==> config.mk <==
export PLATFORM = sky130hd
export DESIGN_NAME = l2_victim_buffer_flat
export DESIGN_NICKNAME = d
export VERILOG_FILES = /design/src/rtl/l2_types_pkg.sv /design/src/rtl/l2_victim_buffer_if.sv /design/src/rtl/victim_line_reg.sv /design/src/rtl/l2_victim_buffer.sv /design/src/flat_wrapper.sv
export SDC_FILE = /design/constraint.sdc
export NUM_CORES = 1
export LEC_CHECK = 0
export CAP_MARGIN = 20
export CORE_AREA = 2 2 432 434
export CTS_CLUSTER_SIZE = 24
export DETAILED_ROUTE_END_ITERATION = 16
export DIE_AREA = 0 0 434 436
export GPL_ROUTABILITY_DRIVEN = 0
export MAX_ROUTING_LAYER = met4
export PLACE_DENSITY_LB_ADDON = 0.3
export SKIP_CTS_REPAIR_TIMING = 1
export SYNTH_ARGS = -nofsm -noshare
export SYNTH_HDL_FRONTEND = slang
export SYNTH_HIERARCHICAL = 1
export SYNTH_SLANG_ARGS = --single-unit
==> constraint.sdc <==
create_clock -name clk -period 6.36 [get_ports clk]
set_clock_uncertainty 0.15 [all_clocks]
set_input_delay 1.272 -clock clk [delete_from_list [all_inputs] [get_ports clk]]
set_output_delay 1.272 -clock clk [all_outputs]
set_load 0.1 [all_outputs]
==> src/rtl/l2_types_pkg.sv <==
// Shared widths and line types for the L2 victim buffer slice.
// Line address = byte address with the line-offset bits stripped.
package l2_types_pkg;

    localparam int ADDR_WIDTH  = 32;
    localparam int LINE_WIDTH  = 256;
    localparam int OFFSET_BITS = 5;
    localparam int LADDR_WIDTH = ADDR_WIDTH - OFFSET_BITS;

    typedef logic [LINE_WIDTH-1:0]  line_t;
    typedef logic [LADDR_WIDTH-1:0] line_addr_t;
    typedef logic [ADDR_WIDTH-1:0]  addr_t;

    // Rebuild a line-aligned byte address from a line address.
    function automatic addr_t line_base(input line_addr_t la);
        return {la, {OFFSET_BITS{1'b0}}};
    endfunction

endpackage

==> src/rtl/l2_victim_buffer_if.sv <==
// L2-side request/response and pmem-side bus of the victim buffer.
// slave = the buffer itself; master = the L2 plus memory around it.
interface l2_victim_buffer_if
    import l2_types_pkg::*;
();

    logic  l2_read;
    logic  l2_write;
    addr_t l2_address;
    line_t l2_wdata;
    line_t l2_rdata;
    logic  l2_resp;

    logic  pmem_read;
    logic  pmem_write;
    addr_t pmem_address;
    line_t pmem_wdata;
    line_t pmem_rdata;
    logic  pmem_resp;

    modport slave (
        input  l2_read, l2_write, l2_address, l2_wdata, pmem_rdata, pmem_resp,
        output l2_rdata, l2_resp, pmem_read, pmem_write, pmem_address, pmem_wdata
    );

    modport master (
        output l2_read, l2_write, l2_address, l2_wdata, pmem_rdata, pmem_resp,
        input  l2_rdata, l2_resp, pmem_read, pmem_write, pmem_address, pmem_wdata
    );

endinterface

==> src/rtl/victim_line_reg.sv <==
// Single buffered line: valid flag, line address and data.
// Load takes priority over clear; the two are never requested together.
module victim_line_reg
    import l2_types_pkg::*;
(
    input  logic       clk,
    input  logic       reset,
    input  logic       load,
    input  logic       clear,
    input  line_addr_t load_addr,
    input  line_t      load_data,
    output logic       valid,
    output line_addr_t addr,
    output line_t      data
);

    logic       valid_reg;
    line_addr_t addr_reg;
    line_t      data_reg;

    always_ff @(posedge clk or negedge reset) begin
        if (!reset) begin
            valid_reg <= 1'b0;
            addr_reg  <= '0;
            data_reg  <= '0;
        end else if (load) begin
            valid_reg <= 1'b1;
            addr_reg  <= load_addr;
            data_reg  <= load_data;
        end else if (clear) begin
            valid_reg <= 1'b0;
        end
    end

    assign valid = valid_reg;
    assign addr  = addr_reg;
    assign data  = data_reg;

endmodule

==> src/rtl/l2_victim_buffer.sv <==
// Single-entry write-back buffer between L2 and pmem: accepts an eviction in one
// cycle, serves read hits locally, forwards misses and drains when L2 is idle.
module l2_victim_buffer
    import l2_types_pkg::*;
(
    input  logic              clk,
    input  logic              reset,
    l2_victim_buffer_if.slave bus
);

    typedef enum logic [1:0] {
        IDLE  = 2'd0,
        DRAIN = 2'd1,
        FETCH = 2'd2,
        RESP  = 2'd3
    } state_t;

    state_t     state_reg, state_next;
    line_t      rdata_q_reg, rdata_q_next;

    logic       buf_valid;
    line_addr_t buf_addr;
    line_t      buf_data;
    logic       buf_load;
    logic       buf_clear;
    line_addr_t req_line;
    logic       hit;
    logic       addr_offset_unused;

    assign req_line = bus.l2_address[ADDR_WIDTH-1:OFFSET_BITS];
    assign hit      = buf_valid && (req_line == buf_addr);
    // The buffer works at line granularity, so the offset bits select nothing.
    assign addr_offset_unused = ^bus.l2_address[OFFSET_BITS-1:0];

    victim_line_reg u_line (
        .clk       (clk),
        .reset     (reset),
        .load      (buf_load),
        .clear     (buf_clear),
        .load_addr (req_line),
        .load_data (bus.l2_wdata),
        .valid     (buf_valid),
        .addr      (buf_addr),
        .data      (buf_data)
    );

    always_ff @(posedge clk or negedge reset) begin
        if (!reset) begin
            state_reg   <= IDLE;
            rdata_q_reg <= '0;
        end else begin
            state_reg   <= state_next;
            rdata_q_reg <= rdata_q_next;
        end
    end

    always_comb begin
        state_next       = state_reg;
        rdata_q_next     = rdata_q_reg;
        buf_load         = 1'b0;
        buf_clear        = 1'b0;
        bus.l2_resp      = 1'b0;
        bus.l2_rdata     = '0;
        bus.pmem_read    = 1'b0;
        bus.pmem_write   = 1'b0;
        bus.pmem_address = '0;
        bus.pmem_wdata   = '0;

        case (state_reg)
            IDLE: begin
                // A live request always beats the opportunistic drain.
                if (bus.l2_write) begin
                    if (!buf_valid) begin
                        buf_load   = 1'b1;
                        state_next = RESP;
                    end else begin
                        state_next = DRAIN;
                    end
                end else if (bus.l2_read) begin
                    if (hit) begin
                        rdata_q_next = buf_data;
                        state_next   = RESP;
                    end else begin
                        state_next = FETCH;
                    end
                end else if (buf_valid) begin
                    state_next = DRAIN;
                end
            end

            DRAIN: begin
                bus.pmem_write   = 1'b1;
                bus.pmem_address = line_base(buf_addr);
                bus.pmem_wdata   = buf_data;
                if (bus.pmem_resp) begin
                    buf_clear  = 1'b1;
                    state_next = IDLE;
                end
            end

            FETCH: begin
                bus.pmem_read    = 1'b1;
                bus.pmem_address = line_base(req_line);
                if (bus.pmem_resp) begin
                    rdata_q_next = bus.pmem_rdata;
                    state_next   = RESP;
                end
            end

            RESP: begin
                // Requests are ignored here so a held request is not taken twice.
                bus.l2_resp  = 1'b1;
                bus.l2_rdata = rdata_q_reg;
                state_next   = IDLE;
            end

            default: state_next = IDLE;
        endcase
    end

    illegal_read_write: assert property (
        @(posedge clk) disable iff (!reset) !(bus.l2_read && bus.l2_write)
    );

endmodule
==> src/flat_wrapper.sv <==
// flat-port wrapper written by rule: the top's interface ports become plain ports
module l2_victim_buffer_flat import l2_types_pkg::*;
  (clk, reset, bus_l2_read, bus_l2_write, bus_l2_address, bus_l2_wdata, bus_pmem_rdata, bus_pmem_resp, bus_l2_rdata, bus_l2_resp, bus_pmem_read, bus_pmem_write, bus_pmem_address, bus_pmem_wdata);
  l2_victim_buffer_if bus_i ();
  input  logic clk;
  input  logic reset;
  input wire logic [$bits(bus_i.l2_read)-1:0] bus_l2_read;
  input wire logic [$bits(bus_i.l2_write)-1:0] bus_l2_write;
  input wire logic [$bits(bus_i.l2_address)-1:0] bus_l2_address;
  input wire logic [$bits(bus_i.l2_wdata)-1:0] bus_l2_wdata;
  input wire logic [$bits(bus_i.pmem_rdata)-1:0] bus_pmem_rdata;
  input wire logic [$bits(bus_i.pmem_resp)-1:0] bus_pmem_resp;
  output wire logic [$bits(bus_i.l2_rdata)-1:0] bus_l2_rdata;
  output wire logic [$bits(bus_i.l2_resp)-1:0] bus_l2_resp;
  output wire logic [$bits(bus_i.pmem_read)-1:0] bus_pmem_read;
  output wire logic [$bits(bus_i.pmem_write)-1:0] bus_pmem_write;
  output wire logic [$bits(bus_i.pmem_address)-1:0] bus_pmem_address;
  output wire logic [$bits(bus_i.pmem_wdata)-1:0] bus_pmem_wdata;
  assign bus_i.l2_read = bus_l2_read;
  assign bus_i.l2_write = bus_l2_write;
  assign bus_i.l2_address = bus_l2_address;
  assign bus_i.l2_wdata = bus_l2_wdata;
  assign bus_i.pmem_rdata = bus_pmem_rdata;
  assign bus_i.pmem_resp = bus_pmem_resp;
  assign bus_l2_rdata = bus_i.l2_rdata;
  assign bus_l2_resp = bus_i.l2_resp;
  assign bus_pmem_read = bus_i.pmem_read;
  assign bus_pmem_write = bus_i.pmem_write;
  assign bus_pmem_address = bus_i.pmem_address;
  assign bus_pmem_wdata = bus_i.pmem_wdata;
  l2_victim_buffer u_core (.clk(clk), .reset(reset), .bus(bus_i));
endmodule
==> summary.txt <==
Run status
  – Status: completed

Layout
  – Nets: 4001
  – # fillers: approximately 20000
  – Share of cells above drive strength 1: 0.163
  – Final Non-Filler Cells: 6006
  – Layout area overhead: 54.9%

Detailed routing
  – Drt wl/cell: about 25 µm
  – Via count: 23400
  – DRT antenna net count: 0
  – DRT Wirelength: ~150000 µm
  – Vias per cell: 3.89
  – Pre-antenna DRT Iters: 5
  – Initial drt markers: 1562
  – DRC viols: 0

Global route
  – GRT overflow: 0
  – Pin count of the biggest net entering global routing: 134
  – Overall Global Routing Usage: 0.159
  – Number of global-route vias before repair: 24300
  – Initial antenna violation count: 32
  – First-pass GRT wire length: 205000 µm

STA
  – Final hold vios: 0
  – Min cycle time layout: between 5 and 6 ns
  – Setup violations, final: 0
  – RSZ-0062 raised after global routing: false
  – Worst Tran Pin Value: 1.30 ns
  – Peak Freq: 187 MHz
  – Crit share post-route: 0.842
  – Slew Viols, Final: 0
  – Hold Worst Slack: approximately 0.35 ns
  – Slew HR: 0.131
  – Setup TNS: 0 ns

Flow run
  – Max-cap violation count: 0

Die
  – IO Pins: 1096
  – Die H: 436 µm
  – Die X: 434 µm
  – Starting Density: 0.155
  – Core Region: 185000 µm²
  – Die ar.: 189000 µm²
  – Cell row count: 158

Hold path
  – HP Class: in2async

Logic synthesis
  – Number of synthesized register bits: 542
  – Synthesized area: 28600 µm²
  – Sequential fraction of the synthesis area: 0.474
  – Syn_area_per_cell: 11.7 µm²
  – Yosys warnings: 6
  – Syn Inst Count: 2443
  – Synth cell types: 33

Clocking
  – Clk buf depth: 3
  – CTS Buf Count: 76
  – CTS tree: done
  – CTS clk-pin slew, worst paths: 0.06 ns
  – Clock sinks: between 500 and 600
  – Clock Tree Root: clkbuf_16
  – Htree depth: 3
  – Clk_lat worst skew: 0.71 ns

Place
  – Input/output buffers: 1085
  – Placed insts: a little under 6000
  – Post-DP HPWL: 113000 µm

Critical path
  – Crit path kind: reg2out
  – Critical Path AT: roughly 3.9 ns
  – CP Buf/Inv Count: 3
  – Max stage delay on crit path: around 1.2 ns
  – CP max FO: 76
  – R2R cell count: 7
  – Worst path cell trace: inv_1, ha_4, buf_12, a22oi_1, nor2b_1, clkdlybuf4s50_1
  – Crit start category: flop
  – Largest delay share family, worst path: buffers and inverters
  – Req. time, crit path: 4.94 ns
  – Critical Path Slowest Stage Cell: clkdlybuf4s50_1
  – WP depth: 6
  – Crit. End Element: output port
[metrics by stage]
stage               worst slack [ns]   util  instance area [µm²]
floorplan                       1.46      -                28600
global placement                1.50  0.226                41700
detailed placement              1.47  0.226                41700
CTS                            0.861  0.240                44300
global route                   0.804  0.240                44300
finish                          1.00  0.240                44300
[logic make-up (layout without fill, tap and decap cells)]
logic type | Yosys count | count (layout) | synth area share
DFF | 542 | 542 | 0.474
AOI/OAI and AO/OA | 291 | 291 | 0.0761
xor gates and xnor gates | 27 | 27 | 0.00827
and+or+nand+nor | 819 | 819 | 0.156
muxes | 540 | 540 | 0.235
other | 1 | 25 | 0.000131
adders and majority gates | 4 | 4 | 0.00175
buffers and inverters | 219 | 1278 | 0.0477
[worst register-to-register path, stage by stage, from the launching register on]
cell and delay (ns):
dfrtp_1 0.45, inv_1 0.15, ha_4 0.64, buf_12 0.32
buf_12 0.48, buf_4 0.87, mux2i_1 0.53, a22oi_1 0.15
[placed cells by master, fill, tap and decap left out, drive strengths merged, types with 5 or more instances in the layout]
cell             n
inv             11
clkdlybuf4s50  976
a22oi          283
nor2           261
conb             5
diode           20
buf            162
clkbuf         107
nor2b           27
and2           513
nand4            9
mux2i          257
xnor2           23
mux2           283
clkinv          16
dfrtp          542
[cell type report]
type | instances | area, µm² | share of cell area
Sequential cell | 542 | 13600 | 0.306
Multi-Input combinational cell | 1686 | 13700 | 0.310
Inverter | 4 | 15.0 | 0.000339
Clock buffer | 107 | 2180 | 0.0492
Timing Repair Buffer | 1138 | 11300 | 0.255
Tap cell | 2480 | 3100 | 0.0700
Antenna cell | 20 | 50.0 | 0.00113
Clock inverter | 29 | 343 | 0.00774
[per-layer routing]
| layer | GRT usage | vias up | wire [µm] |
|---|---|---|---|
| met5 | - | - | 0 |
| met1 | 0.188 | 12000 | 61800 |
| met3 | 0.0396 | 175 | 10000 |
| met4 | 0.0493 | 0 | 4370 |
| met2 | 0.264 | 779 | 74700 |
| li1 | - | 10400 | - |
[final timing paths]
kind | start | end | slack (ns)
setup / recovery | u_core/state_reg[1]$_DFFE_PN0P_ | bus_pmem_address[26] | 1.00
hold / removal | reset | u_core/u_line/data[228]$_DFFE_PN0P_ | 0.35
setup reg to reg | u_core/state_reg[0]$_DFFE_PN0P_ | u_core/rdata_q_reg[158]$_DFFE_PN0P_ | 2.44
hold reg to reg | u_core/u_line/data[56]$_DFFE_PN0P_ | u_core/u_line/data[56]$_DFFE_PN0P_ | 0.38
max in group asynchronous | reset | u_core/rdata_q_reg[11]$_DFFE_PN0P_ | 4.32
min in group clk | u_core/u_line/data[56]$_DFFE_PN0P_ | u_core/u_line/data[56]$_DFFE_PN0P_ | 0.38
[synthesized netlist by cell type, drive strengths merged]
library cell / n / area share
or4b: 1 / 0.00035
nor2: 261 / 0.034
o21ai: 2 / 0.00035
conb: 1 / 0.00013
a22oi: 283 / 0.074
mux2: 283 / 0.15
a41o: 1 / 0.00035
ha: 4 / 0.0018
clkbuf: 105 / 0.014
xnor2: 23 / 0.0070
buf: 110 / 0.033
nand4: 9 / 0.0020
mux2i: 257 / 0.090
o31ai: 1 / 0.00026
a21oi: 2 / 0.00035
a31oi: 1 / 0.00022
xor2: 4 / 0.0012
and2: 513 / 0.11
a21o: 1 / 0.00026
nand3b: 1 / 0.00026
nor3b: 1 / 0.00026
inv: 4 / 0.00052
nor4: 3 / 0.00087
nand2: 3 / 0.00039
nor2b: 27 / 0.0059
dfrtp: 542 / 0.47
Power is not shown: default switching activity piles up to over one toggle a cycle in this logic, so the estimate is an artifact.
